$ cat src/rtl/fir_delay_line_if.sv
// Bus bundle for fir_delay_line: sample input, flush, tap read port and eviction output.
// Macro SYMM_PAIR_EN adds the symmetric-pair read outputs rd_data_m and rd_sum.
interface fir_delay_line_if #(
    parameter int DATA_W   = 20,
    parameter int TAPS     = 8,
    parameter int CHANNELS = 2
);
    localparam int CH_W   = (CHANNELS > 1) ? $clog2(CHANNELS) : 1;
    localparam int ADDR_W = (TAPS > 1) ? $clog2(TAPS) : 1;
    localparam int CNT_W  = $clog2(TAPS + 1);

    logic                       din_valid;
    logic [CHANNELS*DATA_W-1:0] DIN;
    logic                       flush;
    logic                       rd_en;
    logic [CH_W-1:0]            rd_ch;
    logic [ADDR_W-1:0]          rd_addr;
    logic [DATA_W-1:0]          rd_data;
    logic                       rd_valid;
    logic                       rd_err;
    logic [CHANNELS*DATA_W-1:0] OUT;
    logic                       out_valid;
    logic [CNT_W-1:0]           fill;
    logic                       full;
`ifdef SYMM_PAIR_EN
    logic [DATA_W-1:0]          rd_data_m;
    logic [DATA_W:0]            rd_sum;
`endif

    modport master (
        output din_valid, DIN, flush, rd_en, rd_ch, rd_addr,
        input  rd_data, rd_valid, rd_err, OUT, out_valid, fill, full
`ifdef SYMM_PAIR_EN
        , rd_data_m, rd_sum
`endif
    );

    modport slave (
        input  din_valid, DIN, flush, rd_en, rd_ch, rd_addr,
        output rd_data, rd_valid, rd_err, OUT, out_valid, fill, full
`ifdef SYMM_PAIR_EN
        , rd_data_m, rd_sum
`endif
    );
endinterface

$ cat src/rtl/fir_delay_line.sv
// Multi-channel sample delay line with registered random tap read and eviction output.
// Macro SYMM_PAIR_EN adds the mirror-tap read and symmetric pre-adder sum.
module fir_delay_line #(
    parameter int DATA_W   = 20,
    parameter int TAPS     = 8,
    parameter int CHANNELS = 2
) (
    input  logic               clk_muestreo,
    input  logic               reset,
    fir_delay_line_if.slave    bus
);
    localparam int CH_W   = (CHANNELS > 1) ? $clog2(CHANNELS) : 1;
    localparam int ADDR_W = (TAPS > 1) ? $clog2(TAPS) : 1;
    localparam int CNT_W  = $clog2(TAPS + 1);

    logic [DATA_W-1:0] taps   [CHANNELS][TAPS];
    logic [DATA_W-1:0] din_ch [CHANNELS];
    logic [DATA_W-1:0] out_q  [CHANNELS];
    logic [CNT_W-1:0]  fill_q;
    logic              full_w;
    logic [DATA_W-1:0] rd_data_q;
    logic              rd_valid_q;
    logic              rd_err_q;
    logic              out_valid_q;
    logic              rd_oor;
    logic [DATA_W-1:0] sel;
`ifdef SYMM_PAIR_EN
    logic [DATA_W-1:0] sel_m;
    logic [DATA_W-1:0] rd_data_m_q;
    logic [DATA_W:0]   rd_sum_q;
`endif

    for (genvar g = 0; g < CHANNELS; g++) begin : g_ch
        assign din_ch[g]                        = bus.DIN[g*DATA_W +: DATA_W];
        assign bus.OUT[g*DATA_W +: DATA_W]      = out_q[g];
    end

    assign full_w = (fill_q == CNT_W'(TAPS));

    always_comb begin
        rd_oor = (32'(bus.rd_addr) >= TAPS) || (32'(bus.rd_ch) >= CHANNELS);
    end

    // Taps at index >= fill are masked to zero independently of their stored contents.
    always_comb begin
        sel = '0;
`ifdef SYMM_PAIR_EN
        sel_m = '0;
`endif
        for (int unsigned c = 0; c < CHANNELS; c++) begin
            for (int unsigned k = 0; k < TAPS; k++) begin
                if (bus.rd_ch == CH_W'(c) && bus.rd_addr == ADDR_W'(k)) begin
                    if (k < 32'(fill_q))
                        sel = taps[CH_W'(c)][ADDR_W'(k)];
`ifdef SYMM_PAIR_EN
                    if ((TAPS - 1 - k) < 32'(fill_q))
                        sel_m = taps[CH_W'(c)][ADDR_W'(TAPS - 1 - k)];
`endif
                end
            end
        end
    end

    always_ff @(posedge clk_muestreo) begin
        if (reset) begin
            for (int unsigned c = 0; c < CHANNELS; c++) begin
                out_q[CH_W'(c)] <= '0;
                for (int unsigned k = 0; k < TAPS; k++)
                    taps[CH_W'(c)][ADDR_W'(k)] <= '0;
            end
            fill_q      <= '0;
            rd_data_q   <= '0;
            rd_valid_q  <= 1'b0;
            rd_err_q    <= 1'b0;
            out_valid_q <= 1'b0;
`ifdef SYMM_PAIR_EN
            rd_data_m_q <= '0;
            rd_sum_q    <= '0;
`endif
        end else begin
            rd_valid_q  <= bus.rd_en;
            rd_err_q    <= bus.rd_en & rd_oor;
            out_valid_q <= 1'b0;
            if (bus.rd_en) begin
                rd_data_q <= rd_oor ? '0 : sel;
`ifdef SYMM_PAIR_EN
                rd_data_m_q <= rd_oor ? '0 : sel_m;
                rd_sum_q    <= rd_oor ? '0 : ({sel[DATA_W-1], sel} + {sel_m[DATA_W-1], sel_m});
`endif
            end
            // Flush clears first; a same-cycle sample then lands in tap 0 without eviction.
            if (bus.flush) begin
                for (int unsigned c = 0; c < CHANNELS; c++) begin
                    for (int unsigned k = 0; k < TAPS; k++)
                        taps[CH_W'(c)][ADDR_W'(k)] <= '0;
                    if (bus.din_valid)
                        taps[CH_W'(c)][ADDR_W'(0)] <= din_ch[CH_W'(c)];
                end
                fill_q <= bus.din_valid ? CNT_W'(1) : '0;
            end else if (bus.din_valid) begin
                for (int unsigned c = 0; c < CHANNELS; c++) begin
                    taps[CH_W'(c)][ADDR_W'(0)] <= din_ch[CH_W'(c)];
                    for (int unsigned k = 1; k < TAPS; k++)
                        taps[CH_W'(c)][ADDR_W'(k)] <= taps[CH_W'(c)][ADDR_W'(k - 1)];
                    if (full_w)
                        out_q[CH_W'(c)] <= taps[CH_W'(c)][ADDR_W'(TAPS - 1)];
                end
                if (full_w)
                    out_valid_q <= 1'b1;
                else
                    fill_q <= fill_q + CNT_W'(1);
            end
        end
    end

    assign bus.rd_data   = rd_data_q;
    assign bus.rd_valid  = rd_valid_q;
    assign bus.rd_err    = rd_err_q;
    assign bus.out_valid = out_valid_q;
    assign bus.fill      = fill_q;
    assign bus.full      = full_w;
`ifdef SYMM_PAIR_EN
    assign bus.rd_data_m = rd_data_m_q;
    assign bus.rd_sum    = rd_sum_q;
`endif
endmodule

$ cat src/flat_wrapper.sv
// flat-port wrapper written by rule: the top's interface ports become plain ports
module fir_delay_line_flat 
#(
    parameter int DATA_W   = 20,
    parameter int TAPS     = 8,
    parameter int CHANNELS = 2
)
  (clk_muestreo, reset, bus_din_valid, bus_DIN, bus_flush, bus_rd_en, bus_rd_ch, bus_rd_addr, bus_rd_data, bus_rd_valid, bus_rd_err, bus_OUT, bus_out_valid, bus_fill, bus_full);
  fir_delay_line_if #(.DATA_W(DATA_W), .TAPS(TAPS), .CHANNELS(CHANNELS)) bus_i ();
  input  logic clk_muestreo;
  input  logic reset;
  input wire logic [$bits(bus_i.din_valid)-1:0] bus_din_valid;
  input wire logic [$bits(bus_i.DIN)-1:0] bus_DIN;
  input wire logic [$bits(bus_i.flush)-1:0] bus_flush;
  input wire logic [$bits(bus_i.rd_en)-1:0] bus_rd_en;
  input wire logic [$bits(bus_i.rd_ch)-1:0] bus_rd_ch;
  input wire logic [$bits(bus_i.rd_addr)-1:0] bus_rd_addr;
  output wire logic [$bits(bus_i.rd_data)-1:0] bus_rd_data;
  output wire logic [$bits(bus_i.rd_valid)-1:0] bus_rd_valid;
  output wire logic [$bits(bus_i.rd_err)-1:0] bus_rd_err;
  output wire logic [$bits(bus_i.OUT)-1:0] bus_OUT;
  output wire logic [$bits(bus_i.out_valid)-1:0] bus_out_valid;
  output wire logic [$bits(bus_i.fill)-1:0] bus_fill;
  output wire logic [$bits(bus_i.full)-1:0] bus_full;
  assign bus_i.din_valid = bus_din_valid;
  assign bus_i.DIN = bus_DIN;
  assign bus_i.flush = bus_flush;
  assign bus_i.rd_en = bus_rd_en;
  assign bus_i.rd_ch = bus_rd_ch;
  assign bus_i.rd_addr = bus_rd_addr;
  assign bus_rd_data = bus_i.rd_data;
  assign bus_rd_valid = bus_i.rd_valid;
  assign bus_rd_err = bus_i.rd_err;
  assign bus_OUT = bus_i.OUT;
  assign bus_out_valid = bus_i.out_valid;
  assign bus_fill = bus_i.fill;
  assign bus_full = bus_i.full;
  fir_delay_line #(.DATA_W(DATA_W), .TAPS(TAPS), .CHANNELS(CHANNELS)) u_core (.clk_muestreo(clk_muestreo), .reset(reset), .bus(bus_i));
endmodule
$ cat config.mk
export PLATFORM = sky130hd
export DESIGN_NAME = fir_delay_line_flat
export DESIGN_NICKNAME = d
export VERILOG_FILES = /design/src/rtl/fir_delay_line_if.sv /design/src/rtl/fir_delay_line.sv /design/src/flat_wrapper.sv
export SDC_FILE = /design/constraint.sdc
export NUM_CORES = 1
export LEC_CHECK = 0
export CAP_MARGIN = 20
export CORE_AREA = 2 2 170 172
export CTS_CLUSTER_DIAMETER = 200
export DETAILED_ROUTE_END_ITERATION = 7
export DIE_AREA = 0 0 172 174
export GPL_ROUTABILITY_DRIVEN = 0
export GPL_TIMING_DRIVEN = 0
export HOLD_SLACK_MARGIN = 0.02
export MAX_ROUTING_LAYER = met4
export PLACE_DENSITY = 0.83
export RECOVER_POWER = 25
export SLEW_MARGIN = 10
export SYNTH_ARGS = -nofsm -noshare
export SYNTH_HDL_FRONTEND = slang
export SYNTH_SLANG_ARGS = --single-unit
$ cat constraint.sdc
create_clock -name clk_muestreo -period 5.35 [get_ports clk_muestreo]
set_clock_uncertainty 0.15 [all_clocks]
set_input_delay 1.07 -clock clk_muestreo [delete_from_list [all_inputs] [get_ports clk_muestreo]]
set_output_delay 1.07 -clock clk_muestreo [all_outputs]
set_load 0.005 [all_outputs]
==> qor_table.md <==
| Group | Quantity | Value |
| --- | --- | --- |
| floorplanning | Initial core utilization | 58.0% |
| yosys | Dominant synthesized flop cell | sky130_fd_sc_hd__edfxtp_1 |
| hold path | Class of the worst hold path | flop to flop |
| timing | Headroom to the max-slew limit | 27.9% |
| yosys | Simple-gate portion of the synthesized area | 16.0% |
| critical path | Highest cell delay on the worst timing path | 0.73 ns |
| clock network | Clock Sink Count | 346 |
| global routing | Total global routing track utilization | 30.1% |
| floorplanning | Die Outline Area | 29900 µm² |
| layout | Filler instances | 2082 |
| timing | Final setup violation count | 0 |
| critical path | Setup CP Type | input pin to flop |
| timing | Achievable Freq | 0.269 GHz |
| timing | Final critical-path share of the clock period | 69.5% |
| layout | Highest-count cells in the layout ignoring fill and taps | sky130_fd_sc_hd__edfxtp_1 (320), sky130_fd_sc_hd__and2_1 (243), sky130_fd_sc_hd__clkbuf_1 (104) |
| drt | Per-cell routed wire length | 22.4 µm |
| drt | Via-to-Cell Ratio | 6.27 |
| critical path | Kind of start point of the critical path | input pin |
| timing | Setup repair after global routing missed its margin | no |
| clock network | Post CTS Setup Buffer Count | 0 |
| power | Total power per unit cell area | 314 nW/µm² |
| critical path | Critical-path cell list | dlygate4sd3_1, clkbuf_1, or3_4, buf_12, buf_12 |
| critical path | Most frequent cell on the critical path | sky130_fd_sc_hd__buf_12 |
| yosys | Distinct cells, synth | 44 |
| clock network | CTS Root Cell | sky130_fd_sc_hd__clkbuf_16 |
| timing | Final number of hold-violating endpoints | 0 |
| yosys | Synth Area in Adders | 0.229% |
| drt | Total length of routed wires | 43200 µm |
| yosys | Yosys warns | 0 |
| layout | Commonest non-fill, non-tap cell in the layout | sky130_fd_sc_hd__edfxtp_1 |
| floorplanning | Ports placed on the boundary | 117 |
| timing | Worst slack on hold paths | 0.398 ns |
| yosys | Combinational family with the most area after synthesis | compound AO/OA/AOI/OAI gates |
| clock network | Maximum buffer depth of the clock tree | 3 |
| drt | Total via count after detailed routing | 12.1k |
| floorplanning | Die Span Y | 174 µm |
| clock network | Count of hold buffers inserted by post-cts repair | 0 |
| yosys | Sequential fraction of the synthesis area | 61.8% |
| critical path | Largest fanout on the critical path | 49 |
| global routing | Global-route wire length before repair | 66100 µm |
| timing | Worst Tran Pin Value | 1.08 ns |
| yosys | Gate count after technology mapping | 1352 |
| timing | Slew Limit Fails | 0 |
| floorplanning | Core area | 28200 µm² |
| timing | Minimum setup slack in the final design | 1.63 ns |
| placement | Number of port buffers | 73 |
| power | Worst ir drop on vdd | 0.250 mV |
| clock network | # resized after CTS | 0 |
| layout | Layout Area Growth over Synthesis | 16.5% |
| layout | # nets final | 1561 |
| global routing | Pin count of the biggest net entering global routing | 66 |
| yosys | Area fraction in compound gates after synthesis | 16.8% |
| outcome | Violated checks | antenna violations |
| yosys | Post-synth EDFFs | 320 |
| layout | Design Area, Final | 19100 µm² |
| placement | Placement Setup Slack | 1.22 ns |
| placement | DPL Wire Length | 30400 µm |
| yosys | Post-Synth XOR/XNOR Area | 0.107% |
| timing | Final Critical Period | 3.72 ns |
| critical path | Critical-path cell with the highest stage delay | sky130_fd_sc_hd__dlygate4sd3_1 |
| outcome | Run status | finished, violations left |
| floorplanning | Width of the die | 172 µm |
| critical path | Data arrival, critical path | 3.76 ns |
| yosys | Average size of a mapped cell | 12.1 µm² |
| power | Static leakage | 0.00739 µW |
| drt | Post-route antenna net violation count | 1 |
| clock network | Number of CTS-inserted buffers | 38 |
| yosys | Multiplexer area fraction after synthesis | 0.0611% |
| run | Number of max-capacitance violations reported | 0 |
| clock network | Clock-pin slew of the registers on the worst-case setup and hold paths | 0.06 ns |
| critical path | Kind of capture point of the worst setup path | flop |
| clock network | Clock tree from TritonCTS | built |
| clock network | Maximum level of the CTS H-tree | 2 |
| drt | DRC Markers | 0 |
| placement | Placed cell areas | 17900 µm² |
| global routing | Initial antenna violation count | 0 |
| layout | Fraction of layout instances using a drive strength above 1 | 8.52% |
| drt | First-pass DRT Iterations | 6 |
| global routing | Overflow left after global routing | 0 |
| yosys | Cell area after synthesis | 16400 µm² |
| critical path | CP Data Required Time | 5.40 ns |
| global routing | Via count of the first global-routing pass | 11.7k |
| floorplanning | Number of placement rows | 62 |
| yosys | Number of storage elements in the synthesis netlist | 346 |
| yosys | Synth async-reset ratio | 0% |
| clock network | Clock latency of the later-clocked register in the worst-skew pair | 0.54 ns |
| drt | Initial DRC count | 1831 |
==> synth_stat cells, drive strengths merged (2+ instances only) <==
| library cell | instances | area [µm²] |
|---|---|---|
| ha | 3 | 37.5 |
| nor2 | 48 | 180 |
| nand2b | 2 | 12.5 |
| inv | 5 | 18.8 |
| nand2 | 24 | 90.1 |
| a221oi | 41 | 415 |
| o2111ai | 19 | 166 |
| a21oi | 82 | 410 |
| o221ai | 20 | 175 |
| nor3 | 7 | 35.0 |
| nor2b | 25 | 156 |
| clkbuf | 98 | 368 |
| a31o | 19 | 166 |
| or3b | 2 | 17.5 |
| dfxtp | 26 | 521 |
| and2 | 323 | 2020 |
| edfxtp | 320 | 9610 |
| buf | 61 | 442 |
| nand4 | 2 | 12.5 |
| nor3b | 2 | 15.0 |
| a221o | 39 | 390 |
| o22ai | 21 | 131 |
| o21ai | 100 | 500 |
| or3 | 7 | 43.8 |
| nand3 | 2 | 10.0 |
| a22o | 20 | 175 |
| o21a | 21 | 158 |
| o211ai | 3 | 22.5 |
==> critical path: cells and delay by family <==
family / cells / cell delay, ns
buf+inv: 4 / 1.95
simple gates: 1 / 0.69
==> sequential cells by signal, indices dropped and copies added, names as in the netlist <==
signal	flops
u_core.bus.fill	4
u_core.bus.rd_valid	1
u_core.taps	320
u_core.bus.rd_data	20
u_core.bus.out_valid	1
==> per-stage QoR <==
step	std cells	util [%]	total power, µW	TNS [ns]
after floorplan	1392	-	3330	0
after detailed placement	1853	63.2	3460	0
after global placement	1849	62.9	3450	-491.29
after CTS	1922	67.6	5990	0
final	1927	67.6	5980	0
after global routing	1922	67.5	6130	0
==> cell families after synthesis <==
| kind of cell | count (synthesis) |
|---|---|
| xor+xnor | 2 |
| buf+inv | 164 |
| fa+ha+maj | 3 |
| flops | 346 |
| other cells | 1 |
| compound gates | 388 |
| mux | 1 |
| simple gates | 447 |
==> report_power, final <==
part | total (µW) | internal, µW | leakage [µW] | switching [µW]
Clock | 2570 | 1500 | 0.000596 | 1070
Sequential | 3150 | 3070 | 0.00393 | 80.6
Combinational | 265 | 104 | 0.00286 | 161
Total | 5980 | 4670 | 0.00739 | 1310
==> final timing paths <==
kind	to	depth (start not counted)	slack, ns	startpoint
max reg2reg	u_core.bus.rd_data[3]	9	2.14	u_core.bus.fill[1]
max	u_core.taps[0][29]	5	1.63	reset
min	u_core.taps[0][79]	1	0.40	u_core.taps[0][99]
min reg2reg	u_core.taps[0][79]	1	0.40	u_core.taps[0][99]
==> routing by layer <==
layer / share of wire [%] / routed length (µm) / vias up / global-route usage [%]
met4: 4.3 / 1850 / 0 / 12.2
met3: 9.5 / 4120 / 143 / 4.64
met5: 0 / 0 / - / -
met1: 38 / 16600 / 5877 / 39.6
met2: 48 / 20700 / 775 / 47.0
li1: - / - / 5284 / -
==> area by class of cell <==
| type | instances | area (µm²) | area share, % |
|---|---|---|---|
| Antenna cell | 5 | 12.5 | 0.0656 |
| Timing Repair Buffer | 77 | 826 | 4.33 |
| Tap cell | 384 | 480 | 2.52 |
| Clock inverter | 20 | 171 | 0.898 |
| Sequential cell | 346 | 10100 | 53.1 |
| Multi-Input combinational cell | 882 | 5580 | 29.3 |
| Clock buffer | 49 | 1050 | 5.52 |
| Inverter | 5 | 18.8 | 0.0983 |
| Buffer | 159 | 810 | 4.24 |
(Power assumes the default switching activity.)
